<file path="src/rtl/left_shift_pkg.sv">
// Shared definitions for the pipelined left shifter: shift-amount width helper
// and the per-stage record layout at the default data width.
package left_shift_pkg;

    // Number of shift-amount bits (and pipeline stages) for a given data width.
    function automatic int shw_of(input int width);
        return $clog2(width);
    endfunction

    localparam int DEF_WIDTH = 8;
    localparam int DEF_SHW   = shw_of(DEF_WIDTH);

    typedef struct packed {
        logic                 valid;
        logic [DEF_WIDTH-1:0] data;
        logic [DEF_SHW-1:0]   shamt;
        logic                 rot;
    } stage_t;

endpackage

</file>
<file path="src/rtl/shl_stage.sv">
// One pipeline slice of the left shifter: a registered 2:1 mux row that shifts
// (or rotates) by DIST when its shift-amount bit is set, with a valid/ready slot.
module shl_stage
    import left_shift_pkg::*;
#(
    parameter int WIDTH = 8,
    parameter int DIST  = 1,
    localparam int SHW  = shw_of(WIDTH)
) (
    input  logic             clk,
    input  logic             rst,
    input  logic             up_valid,
    input  logic [WIDTH-1:0] up_data,
    input  logic [SHW-1:0]   up_shamt,
    input  logic             up_rot,
    output logic             up_ready,
    output logic             dn_valid,
    output logic [WIDTH-1:0] dn_data,
    output logic [SHW-1:0]   dn_shamt,
    output logic             dn_rot,
    input  logic             dn_ready
);

    localparam int BIT = $clog2(DIST);

    typedef struct packed {
        logic             valid;
        logic [WIDTH-1:0] data;
        logic [SHW-1:0]   shamt;
        logic             rot;
    } slot_t;

    slot_t            slot_r;
    logic [WIDTH-1:0] shifted_s;
    logic             load_s;

    // The slot may load whenever it is empty or its content moves on this cycle.
    assign load_s   = ~slot_r.valid | dn_ready;
    assign up_ready = load_s;

    // Mux row: shift by DIST when this stage's amount bit is set.
    always_comb begin
        shifted_s = up_data;
        if (up_shamt[BIT]) begin
            if (up_rot) begin
                shifted_s = (up_data << DIST) | (up_data >> (WIDTH - DIST));
            end else begin
                shifted_s = up_data << DIST;
            end
        end else begin
            shifted_s = up_data;
        end
    end

    // Slot register: load from upstream when allowed, otherwise hold.
    always_ff @(posedge clk) begin
        if (rst) begin
            slot_r.valid <= 1'b0;
            slot_r.data  <= {WIDTH{1'b0}};
            slot_r.shamt <= {SHW{1'b0}};
            slot_r.rot   <= 1'b0;
        end else if (load_s) begin
            slot_r.valid <= up_valid;
            slot_r.data  <= shifted_s;
            slot_r.shamt <= up_shamt;
            slot_r.rot   <= up_rot;
        end else begin
            slot_r <= slot_r;
        end
    end

    assign dn_valid = slot_r.valid;
    assign dn_data  = slot_r.data;
    assign dn_shamt = slot_r.shamt;
    assign dn_rot   = slot_r.rot;

endmodule

</file>
<file path="src/rtl/left_shift_pipe.sv">
// Pipelined left barrel shifter: SHW registered stages, largest shift first.
// Define LEFT_SHIFT_PIPE_ROTATE_EN to add the in_rot port (rotate instead of zero fill).
module left_shift_pipe
    import left_shift_pkg::*;
#(
    parameter int WIDTH = 8,
    localparam int SHW  = shw_of(WIDTH)
) (
    input  logic             clk,
    input  logic             rst,
    input  logic             in_valid,
    output logic             in_ready,
    input  logic [WIDTH-1:0] in_data,
    input  logic [SHW-1:0]   in_shamt,
`ifdef LEFT_SHIFT_PIPE_ROTATE_EN
    input  logic             in_rot,
`endif
    output logic             out_valid,
    input  logic             out_ready,
    output logic [WIDTH-1:0] out_data
);

    logic             valid_s [0:SHW];
    logic             ready_s [0:SHW];
    logic [WIDTH-1:0] data_s  [0:SHW];
    logic [SHW-1:0]   shamt_s [0:SHW];
    logic             rot_s   [0:SHW];
    logic             unused_tail_s;

    assign valid_s[0]   = in_valid;
    assign data_s[0]    = in_data;
    assign shamt_s[0]   = in_shamt;
`ifdef LEFT_SHIFT_PIPE_ROTATE_EN
    assign rot_s[0]     = in_rot;
`else
    assign rot_s[0]     = 1'b0;
`endif
    assign ready_s[SHW] = out_ready;
    assign in_ready     = ready_s[0];

    // Stage k handles amount bit SHW-1-k, so the widest shift comes first.
    for (genvar k = 0; k < SHW; k++) begin : g_stage
        shl_stage #(
            .WIDTH (WIDTH),
            .DIST  (1 << (SHW - 1 - k))
        ) u_stage (
            .clk      (clk),
            .rst      (rst),
            .up_valid (valid_s[k]),
            .up_data  (data_s[k]),
            .up_shamt (shamt_s[k]),
            .up_rot   (rot_s[k]),
            .up_ready (ready_s[k]),
            .dn_valid (valid_s[k+1]),
            .dn_data  (data_s[k+1]),
            .dn_shamt (shamt_s[k+1]),
            .dn_rot   (rot_s[k+1]),
            .dn_ready (ready_s[k+1])
        );
    end

    assign out_valid     = valid_s[SHW];
    assign out_data      = data_s[SHW];
    assign unused_tail_s = ^{shamt_s[SHW], rot_s[SHW]};

endmodule

</file>
<file path="config.mk">
export PLATFORM = sky130hd
export DESIGN_NAME = left_shift_pipe
export DESIGN_NICKNAME = d
export VERILOG_FILES = /design/src/rtl/left_shift_pkg.sv /design/src/rtl/shl_stage.sv /design/src/rtl/left_shift_pipe.sv
export SDC_FILE = /design/constraint.sdc
export NUM_CORES = 1
export LEC_CHECK = 0
export ABC_AREA = 1
export BUFFER_PORTS_ARGS = -buffer_cell sky130_fd_sc_hd__buf_4
export CORE_ASPECT_RATIO = 0.9
export CORE_MARGIN = 3
export CORE_UTILIZATION = 50
export CTS_BUF_LIST = sky130_fd_sc_hd__clkbuf_16
export DETAILED_ROUTE_END_ITERATION = 10
export HOLD_SLACK_MARGIN = 0.02
export PLACE_DENSITY = 0.73
export SYNTH_ARGS = -nofsm -noshare
export SYNTH_HDL_FRONTEND = slang
export SYNTH_SLANG_ARGS = --single-unit
</file>
<file path="constraint.sdc">
create_clock -name clk -period 1.32 [get_ports clk]
set_input_delay 0.132 -clock clk [delete_from_list [all_inputs] [get_ports clk]]
set_output_delay 0.132 -clock clk [all_outputs]
set_load 0.05 [all_outputs]
</file>
==> metrics <==
DRC viols=0; Avg Cell Area, Syn=around 6.8 um^2; Yosys reg bits=30; clk sinks=30; router iterations before antenna repair=4; num ports=25; die area=about 3400 um^2; initial core utilization=0.541; via count=1187; GPL Wtd Cong=~0.77; Max Cap Violations=0; CTS Buf Count=5; Critical Path AT=around 1.0 ns; kind of critical path=reg -> out; share of layout cells above drive strength 1=0.200; post-synth cell types=16; iteration-0 DRC count of the detailed router=37; die height=55.6 um; IO buf count=24; Synth Cell Area=around 1400 um^2; RSZ-0062 raised after global routing=no; Hold Crit Class=in -> reg; Hold WS=between 0.05 and 0.06 ns; clock tree buffer depth=2; CTS tree=done; Gate Count Post-Synth=~200; GRT Total Usage=0.179; total gr overflow=0; top achievable clock speed=roughly 860 MHz; depth of the CTS H-tree=2; Worst Setup End Kind=primary output; vias in the first global route=roughly 1.1k; Worst Tran Pin Value=roughly 0.4 ns; crit share post-route=0.879; CORE AREA=between 2000 and 3000 um^2; antenna cells=0; DRT antenna net count=0; leak pwr=0.873 nW; fin nets=approximately 230; vias per cell=~4.8; hold buffer count at CTS=0; min Tclk post-route=around 1.2 ns; Clock Root Buffer=clkbuf_16; maximum fanout along the worst path=4; Setup Viol. Count Final=0; Worst EP required=approximately 1.2 ns; Chip Width=just over 60 um; pin count of the biggest net entering global routing=20; CP Launch Type=flop; initial antenna violation count=0; Worst Skew=about 0.0022 ns; area grow syn2layout=19.8%; total wire length=around 2600 um; register area share after synthesis=0.439; max-slew violations=0; # rows=17; Reg clk slew, reported paths=0.05 ns; final hold violation count=0; end-of-flow core utilization=0.648; run status=completed; Yosys Warn Count=0; Pwr per Cell Area=about 1400 nW/um^2; Setup TNS Final=0 ns; Clock Latency Late Sink=about 0.27 ns; first-pass GRT wire length=roughly 4700 um; DR WL/cell=around 11 um; Worst VDD drop=between 1000 and 1500 uV; relative slew slack=0.734; HPWL after detailed placement=just under 2000 um; Net Count, Synth=around 220
-- cell usage in the layout, fill, tap and decap left out, drive strengths merged --
cell,instances
clkinv,3
a21oi,11
nand3,1
nand2,46
o21ai,27
nand4,1
dfxtp,30
buf,26
inv,20
o21a,1
clkbuf,5
nor2,42
or2,7
-- where the power goes --
part | internal [mW] | switching, mW
Sequential | 0.954 | 0.0326
Clock | 0.674 | 0.355
Combinational | 0.0992 | 0.142
-- kinds of logic after synthesis --
family          share of synthesized area
buf+inv                             0.129
compound gates                      0.144
simple gates                        0.288
flops                               0.439
-- state kept, by name (all words and copies together) (netlist names) --
| register | count |
|---|---|
| g_stage.u_stage.dn_data | 24 |
| g_stage.u_stage.dn_shamt | 3 |
| g_stage.u_stage.dn_valid | 3 |
-- final timing paths --
| check | startpoint | endpoint | slack (ns) | depth (start not counted) |
|---|---|---|---|---|
| worst max-delay path | g_stage[1].u_stage.dn_valid | in_ready | 0.16 | 2 |
| worst min-delay path | rst | g_stage[2].u_stage.dn_valid | 0.06 | 2 |
| worst max register to register | g_stage[1].u_stage.dn_valid | g_stage[1].u_stage.dn_shamt[0] | 0.24 | 4 |
| worst min register to register | g_stage[0].u_stage.dn_data[3] | g_stage[0].u_stage.dn_data[3] | 0.49 | 2 |
-- cells in the mapped netlist --
| library cell | n | area share |
|---|---|---|
| dfxtp_1 | 30 | 0.44 |
| nor2_1 | 42 | 0.12 |
| buf_4 | 8 | 0.044 |
| buf_2 | 6 | 0.022 |
| nand2_1 | 45 | 0.12 |
| nand4_2 | 1 | 0.0091 |
| o21a_1 | 1 | 0.0055 |
| inv_1 | 18 | 0.049 |
| o21ai_0 | 26 | 0.095 |
| buf_6 | 1 | 0.0082 |
| or2_2 | 7 | 0.032 |
| o21ai_1 | 1 | 0.0037 |
| nand2_2 | 1 | 0.0046 |
| nand3_1 | 1 | 0.0037 |
| a21oi_1 | 11 | 0.040 |
| inv_2 | 2 | 0.0055 |
-- layer usage --
metal / GRT usage / vias up / wire length, um
met5: 0 / - / 0
met4: 0.0650 / 0 / 33
met3: 0.0557 / 4 / 115
met2: 0.257 / 19 / 1230
met1: 0.249 / 511 / 1250
li1: - / 653 / -
-- final cells by class --
| type | count | area, um^2 |
|---|---|---|
| timing repair buffer | 26 | 195 |
| clock buffer | 5 | 125 |
| clock inverter | 3 | 11.3 |
| fill | 226 | 891 |
| multi-input combinational | 136 | 597 |
| tap | 28 | 35.0 |
| inverter | 20 | 75.1 |
| sequential | 30 | 602 |
-- critical path, cell delays in order (launching register included) --
cell and delay [ns]:
dfxtp_1 0.38, nand4_2 0.16, buf_4 0.22
-- per-stage QoR --
| step | std cells | power [mW] | setup WS, ns | area (um^2) |
|---|---|---|---|---|
| global placement | 240 | 1.24 | 0.254 | 1500 |
| detailed placement | 240 | 1.24 | 0.146 | 1500 |
| global route | 248 | 2.37 | 0.106 | 1640 |
| floorplan | 201 | 1.18 | 0.0904 | 1370 |
| CTS | 248 | 2.28 | 0.115 | 1640 |
| finish | 248 | 2.26 | 0.160 | 1640 |
-- repair_timing --
item | CTS | global route
buffers inserted | 0 | 0
endpoints found under the setup margin | 0 | 1
resized for setup | 0 | 1
Note: power is estimated with default switching activity, not from simulation.
